File: src/rtl/aes_compare.sv
// Lockstep ciphertext comparator: buffers two AES output streams in
// independent FIFOs, compares heads pairwise and keeps match statistics
// plus sticky overflow / skew-timeout error flags.
module aes_compare #(
    parameter int DEPTH   = 4,
    parameter int TIMEOUT = 64
) (
    input  logic         clock,
    input  logic         reset,
    input  logic         a_valid,
    input  logic [127:0] a_data,
    output logic         a_ready,
    input  logic         b_valid,
    input  logic [127:0] b_data,
    output logic         b_ready,
    output logic         cmp_valid,
    output logic         cmp_match,
    output logic [31:0]  match_count,
    output logic [31:0]  mismatch_count,
    output logic [31:0]  first_bad_index,
    output logic         error,
    output logic         overflow,
    output logic         timeout
);

    localparam int AW = (DEPTH > 1) ? $clog2(DEPTH) : 1;
    localparam int CW = AW + 1;
    localparam logic [CW-1:0] FULL   = CW'(DEPTH);
    localparam logic [31:0]   WD_MAX = 32'(TIMEOUT);

    logic [127:0]  a_mem [DEPTH];
    logic [127:0]  b_mem [DEPTH];
    logic [AW-1:0] a_wr, a_rd, b_wr, b_rd;
    logic [CW-1:0] a_cnt, b_cnt;
    logic [31:0]   pair_count;
    logic [31:0]   wd, wd_next;

    logic a_push, b_push, pop, heads_equal, one_busy;
    logic a_drop, b_drop;

    // Readiness is purely from registered occupancy, so a same-cycle pop
    // never frees room for a push into a full FIFO.
    assign a_ready     = (a_cnt != FULL);
    assign b_ready     = (b_cnt != FULL);
    assign a_push      = a_valid && a_ready;
    assign b_push      = b_valid && b_ready;
    assign a_drop      = a_valid && !a_ready;
    assign b_drop      = b_valid && !b_ready;
    assign pop         = (a_cnt != '0) && (b_cnt != '0);
    assign heads_equal = (a_mem[a_rd] == b_mem[b_rd]);
    assign one_busy    = (a_cnt != '0) ^ (b_cnt != '0);

    // Skew watchdog: counts while only one side holds data, parks at the limit.
    always_comb begin
        wd_next = '0;
        if (one_busy) begin
            wd_next = (wd == WD_MAX) ? wd : wd + 32'd1;
        end
    end

    // FIFO storage; contents need no reset since occupancy gates every read.
    always_ff @(posedge clock) begin
        if (!reset && a_push) a_mem[a_wr] <= a_data;
        if (!reset && b_push) b_mem[b_wr] <= b_data;
    end

    // FIFO pointers and occupancy.
    always_ff @(posedge clock) begin
        if (reset) begin
            a_wr  <= '0;
            a_rd  <= '0;
            a_cnt <= '0;
            b_wr  <= '0;
            b_rd  <= '0;
            b_cnt <= '0;
        end else begin
            if (a_push) a_wr <= a_wr + 1'b1;
            if (b_push) b_wr <= b_wr + 1'b1;
            if (pop) begin
                a_rd <= a_rd + 1'b1;
                b_rd <= b_rd + 1'b1;
            end
            a_cnt <= a_cnt + CW'(a_push) - CW'(pop);
            b_cnt <= b_cnt + CW'(b_push) - CW'(pop);
        end
    end

    // Comparison result, statistics and sticky flags.
    always_ff @(posedge clock) begin
        if (reset) begin
            cmp_valid       <= 1'b0;
            cmp_match       <= 1'b0;
            match_count     <= '0;
            mismatch_count  <= '0;
            first_bad_index <= '1;
            pair_count      <= '0;
            error           <= 1'b0;
            overflow        <= 1'b0;
            timeout         <= 1'b0;
            wd              <= '0;
        end else begin
            cmp_valid <= pop;
            cmp_match <= pop && heads_equal;
            wd        <= wd_next;
            if (pop) begin
                pair_count <= pair_count + 32'd1;
                if (heads_equal) begin
                    if (match_count != '1) match_count <= match_count + 32'd1;
                end else begin
                    if (mismatch_count == '0) first_bad_index <= pair_count;
                    if (mismatch_count != '1) mismatch_count <= mismatch_count + 32'd1;
                end
            end
            if (a_drop || b_drop) overflow <= 1'b1;
            if (one_busy && wd_next == WD_MAX) timeout <= 1'b1;
            if (a_drop || b_drop || (pop && !heads_equal) || (one_busy && wd_next == WD_MAX))
                error <= 1'b1;
        end
    end

endmodule

File: config.mk
export PLATFORM = sky130hd
export DESIGN_NAME = aes_compare
export DESIGN_NICKNAME = d
export VERILOG_FILES = /design/src/rtl/aes_compare.sv
export SDC_FILE = /design/constraint.sdc
export NUM_CORES = 1
export LEC_CHECK = 0
export ABC_AREA = 1
export BUFFER_PORTS_ARGS = -buffer_cell sky130_fd_sc_hd__clkbuf_2
export CORE_MARGIN = 2
export CORE_UTILIZATION = 55
export DETAILED_ROUTE_END_ITERATION = 16
export GPL_TIMING_DRIVEN = 0
export PLACE_DENSITY_LB_ADDON = 0.15
export REMOVE_ABC_BUFFERS = 1
export SYNTH_ARGS = -nofsm -noshare
export SYNTH_HDL_FRONTEND = slang
export SYNTH_SLANG_ARGS = --single-unit
export TNS_END_PERCENT = 50
File: constraint.sdc
create_clock -name clock -period 7.48 [get_ports clock]
set_input_delay 1.122 -clock clock [delete_from_list [all_inputs] [get_ports clock]]
set_output_delay 1.122 -clock clock [all_outputs]
set_load 0.05 [all_outputs]
# After elaboration in Yosys (flattened, before gate mapping)

Memory sizes are Yosys's and may differ from the RTL's. A register that Yosys moved wholly into a read port is not among the register bits.
Cells that the tools add are included.

Bitwise gates (word level): 2
Equal/unequal tests: 7
Multiplexer cells: 10
Reductions and logical operators: 23
Add/sub/neg operators: 12

Operator list:

| cell                    | count |
|---|---|
| $add A32 B1 Y32 const B | 4 |
| $eq A128 B128 Y1        | 1 |
| $eq A32 B7 Y1 const B   | 2 |
| $mux W32                | 2 |
| $ne A32 B32 Y1 const B  | 2 |
| $logic_not A32 Y1       | 1 |
| $logic_and A1 B1 Y1     | 10 |
| $reduce_and A3 Y1       | 3 |
| $add A2 B1 Y2 const B   | 4 |
| $mux W2                 | 4 |
| $add A3 B1 Y3           | 2 |
| $ne A3 B3 Y1 const B    | 2 |
| $reduce_bool A3 Y1      | 2 |
| $sub A3 B1 Y3           | 2 |
| $logic_not A1 Y1        | 4 |
| $mux W1                 | 4 |
| $logic_or A1 B1 Y1      | 3 |
| $not A1 Y1              | 1 |
| $xor A1 B1 Y1           | 1 |

Output and inout port bits: 103
Bits in writable memories: 1024
Register bits: 179
Input bits: 260
Logic and storage cells: 72
Memories kept: 2

Memories:

| name  | words | bits a word | rd ports | clocked after Yosys merged registers in | wr ports | line | RTL |
|---|---|---|---|---|---|---|---|
| a_mem | 4     | 128         | 1        | 1                                       | 1        | 31   | `logic [127:0] a_mem [DEPTH];` |
| b_mem | 4     | 128         | 1        | 1                                       | 1        | 32   | `logic [127:0] b_mem [DEPTH];` |

# Logic depth before layout (Yosys ltp)

Word-level depth: 6
Depth in mapped cells: 23
Depth with buffers taken out: 19

# Worst setup path after synthesis

OpenSTA, ideal clock, no wires.

Kind: in2reg
From: in reset
To: mem b_mem[0][0] (enable)
Required time: 6.863 ns
Path buffers: 2
Arrival time: 7.139 ns
Path slack: -0.276 ns
Library setup time: 0.617 ns
Stages on the path: 5
Cell sequence: clkbuf_1 inv_1 clkbuf_1 nand3_1 nor2_1

Word-level cells in the longest chain between the ends: 4

RTL lines:

| element                       | line | RTL |
|---|---|---|
| start: declaration            | 9    | `input logic reset,` |
| $logic_not A1 Y1              | 64   | `if (!reset && b_push) b_mem[b_wr] <= b_data;` |
| $logic_and A1 B1 Y1           | 64   |  |
| $mux W1                       | 64   |  |
| $mux W1 (implied by the code) | 64   |  |
| end: declaration              | 32   |  |

Every way passes these cells.

==> impl_metrics.csv <==
group,metric,value,unit
power,switchingPower,7.55,mW
clock_network,clock-sinks,1207,
yosys,yosysMostFrequentCell,"nand2_1",
setup_path,critPathTopFamily,"simple AND/OR/NAND/NOR gates",
clock_network,clk_path_buf_depth,3,
yosys,yosysUniqueCellTypes,36,
yosys,synth_common_cells,"nand2_1, edfxtp_1, nand3_1, inv_1, nor2_1",
finish,stdcell_count,7483,
placed_design,placed_area,58000,um^2
yosys,synth_top_area_frac,0.567,
setup_path,arrival,6330,ps
setup_path,crit_chain,"buf_16 -> buf_16 -> inv_12 -> buf_16 -> nand2_1 -> nand3_1 -> nand3_1 -> nand2_1 -> nor2_1 -> nand2_1 -> inv_1 -> nand2_1 -> nor2_1 -> nand2_1 -> nor2_2 -> nand2_4 -> nand3_2 -> nand2_1 -> nand3_1",
power,p_seq_frac,0.384,
sta,fin_ws,1820,ps
global_routing,met1_usage,0.351,
floorplanning,core-area,98000,um^2
floorplanning,row_count,115,
yosys,async_flop_share,0,
route,wl_per_cell,18.2,um
setup_path,max_stage_delay,880,ps
finish,drive_gt1_frac,0.108,
global_routing,grt_overflow,0,
clock_network,clk_latency,750,ps
finish,area_delta_synth_final,14.8,%
run,maxCapViolations,0,
sta,final-max-slew-violation-count,0,
floorplanning,die_h,318,um
clock_network,cts_resized,0,
setup_path,cp_common_cell,"nand2_1",
setup_path,cp-start-kind,"register",
yosys,syn-mean-instance-area,9.41,um^2
clock_network,clk_pin_slew_worst_paths,60,ps
yosys,netlist_top_cells_area,"edfxtp_1, nand2_1, dfxtp_1",
finish,design_area,62200,um^2
sta,fmax,177,MHz
clock_network,root_buffer,"clkbuf_16",
setup_path,crit_buf_inv,5,
placed_design,dp_slack,1200,ps
sta,tightest_slew,980,ps
route,drt_iter0_markers,3305,
setup_path,critPathCaptureType,"register",
route,dr.pass1.iters,6,
placed_design,gp_congestion,0.916,
clock_network,cts_inserted_buffers,131,
global_routing,busiest_layer,"met2",
floorplanning,fp.dieW,318,um
floorplanning,initial_utilization,0.553,
yosys,synth-edff-count,1024,
placed_design,place_hpwl,85200,um
power,power.leakage,25.5,nW
sta,fin_skew,20.9,ps
placed_design,dp_cells,7226,
finish,multiInputGateArea,17300,um^2
finish,fillCellCount,7881,
sta,rsz0062_at_grt,"no",
global_routing,antenna_found_initial,46,
power,p_comb_frac,0.318,
power,intPower,13.4,mW
outcome,run_status,"finished, final reports clean",
yosys,yosys_warnings,0,
finish,utilization,0.635,
global_routing,grt_start_max_net_pins,181,
global_routing,grt.total_usage,0.270,
yosys,syn_area,54200,um^2
global_routing,grt_use_met2,0.447,
sta,fin_hold_ws,432,ps
sta,layout_min_cycle_time,5660,ps
min_path,min_path_type,"reg2reg",
floorplanning,dieArea,101000,um^2
route,vias,40700,
sta,setup_viol,0,
setup_path,critPathKind,"reg2reg",
clock_network,htreeDepth,4,
clock_network,cts_setup_buffers,0,
yosys,yosysSeqAreaShare,0.635,
route,routed_wl,136000,um
clock_network,cts_tree,"done",
global_routing,grt_pass1_vias,38300,
route,route.detailed.drc,0,
clock_network,ctsHoldBuffers,0,
power,clockPowerShare,0.298,
power,p_total,21.0,mW
power,p_sw_frac,0.360,
power,ir_drop,0.248,mV
placed_design,port_buffers,362,
setup_path,cp_slowest_cell,"dfxtp_4",
sta,fin_tns_setup,0,ps
power,power_density,337,nW/um^2
setup_path,cp_data_required_time,8150,ps
sta,hold_viol,0,
yosys,synth_seq_cells,1207,
floorplanning,io_pins,363,
route,viasPerCell,5.44,
route,drtAntennaViolNets,0,
yosys,synth_area_leader_cell,"edfxtp_1",
finish,fin_nets,6355,
setup_path,path_max_fanout,180,
yosys,ys.flop_type,"edfxtp_1",
yosys,syn-instance-count,5761,
global_routing,grt_pass1_wl,212000,um
sta,relSlewSlack,0.345,
global_routing,grt_use_met3,0.0608,
sta,period_share,0.756,
finish,layout.area.seq,34400,um^2
[cell type report]
type | count | share of cell area
multi-input cells | 3978 | 0.278
clock buffers | 172 | 0.0582
clock inverters | 62 | 0.00878
repair buffers | 436 | 0.0554
flip-flops and latches | 1207 | 0.553
well taps | 1287 | 0.0259
diodes | 21 | 0.000844
inverters | 320 | 0.0199
[power groups by stage]
stage	Combinational (mW)	Sequential, mW	Clock (mW)
final	6.67	8.04	6.25
after global routing	7.58	8.09	6.61
after CTS	6.68	8.05	6.35
after detailed placement	6.65	8.19	0
after global placement	6.25	8.84	0
after floorplan	4.31	8.76	0
[flip-flops by register name, indices dropped and copies added, names as in the netlist, named ones only]
register	count
b_rd	2
a_wr	2
b_cnt	3
pair_count	32
a_rd	2
first_bad_index	32
b_wr	2
a_cnt	3
wd	32
a_mem	512
cmp_valid	1
overflow	1
error	1
b_mem	512
match_count	32
mismatch_count	32
cmp_match	1
timeout	1
[layout by cell type (no fill, tap or decap), drive strengths merged]
cell / netlist / final
inv: 319 / 324
o21ai: 46 / 46
clkbuf: 57 / 534
nor3: 68 / 68
o22ai: 1 / 1
or2: 2 / 2
xnor2: 20 / 20
o211ai: 10 / 10
nand4: 135 / 135
clkinv: 1 / 49
xor2: 69 / 69
a211o: 1 / 1
edfxtp: 1024 / 1024
clkinvlp: 0 / 2
a21oi: 99 / 99
o21a: 5 / 5
ha: 19 / 19
o21bai: 1 / 1
nor4: 38 / 38
nand2: 2526 / 2526
nor2: 283 / 283
dfxtp: 183 / 183
diode: 0 / 21
nand3: 645 / 645
fa: 2 / 2
nand3b: 6 / 6
bufinv: 0 / 7
and2: 2 / 2
buf: 199 / 74
[cell families (layout without fill, tap and decap cells)]
kind of cell,after synthesis,after routing,synth area share
other,0,21,0
buffers and inverters,576,990,0.0479
DFF,1207,1207,0.635
adders and majority gates,21,21,0.00512
AOI/OAI and AO/OA,163,163,0.0159
xor gates and xnor gates,89,89,0.0144
and+or+nand+nor,3705,3705,0.282
[layer usage]
layer  wire length (um)  share of wire  vias up
li1                   -              -    19900
met2              65200           0.48     1261
met3              10400          0.076      268
met4               3330          0.024       50
met5                311         0.0023        -
met1              56800           0.42    19200
[path summary, 6_finish.rpt]
path	startpoint	to	slack, ps	cells after the start
max	register	first_bad_index[28]	1820	19
min	a_rd[1]	register	430	1
max reg2reg	register	first_bad_index[28]	1820	19
min reg2reg	a_rd[1]	register	430	1
Note: power is estimated with default switching activity, not from simulation.
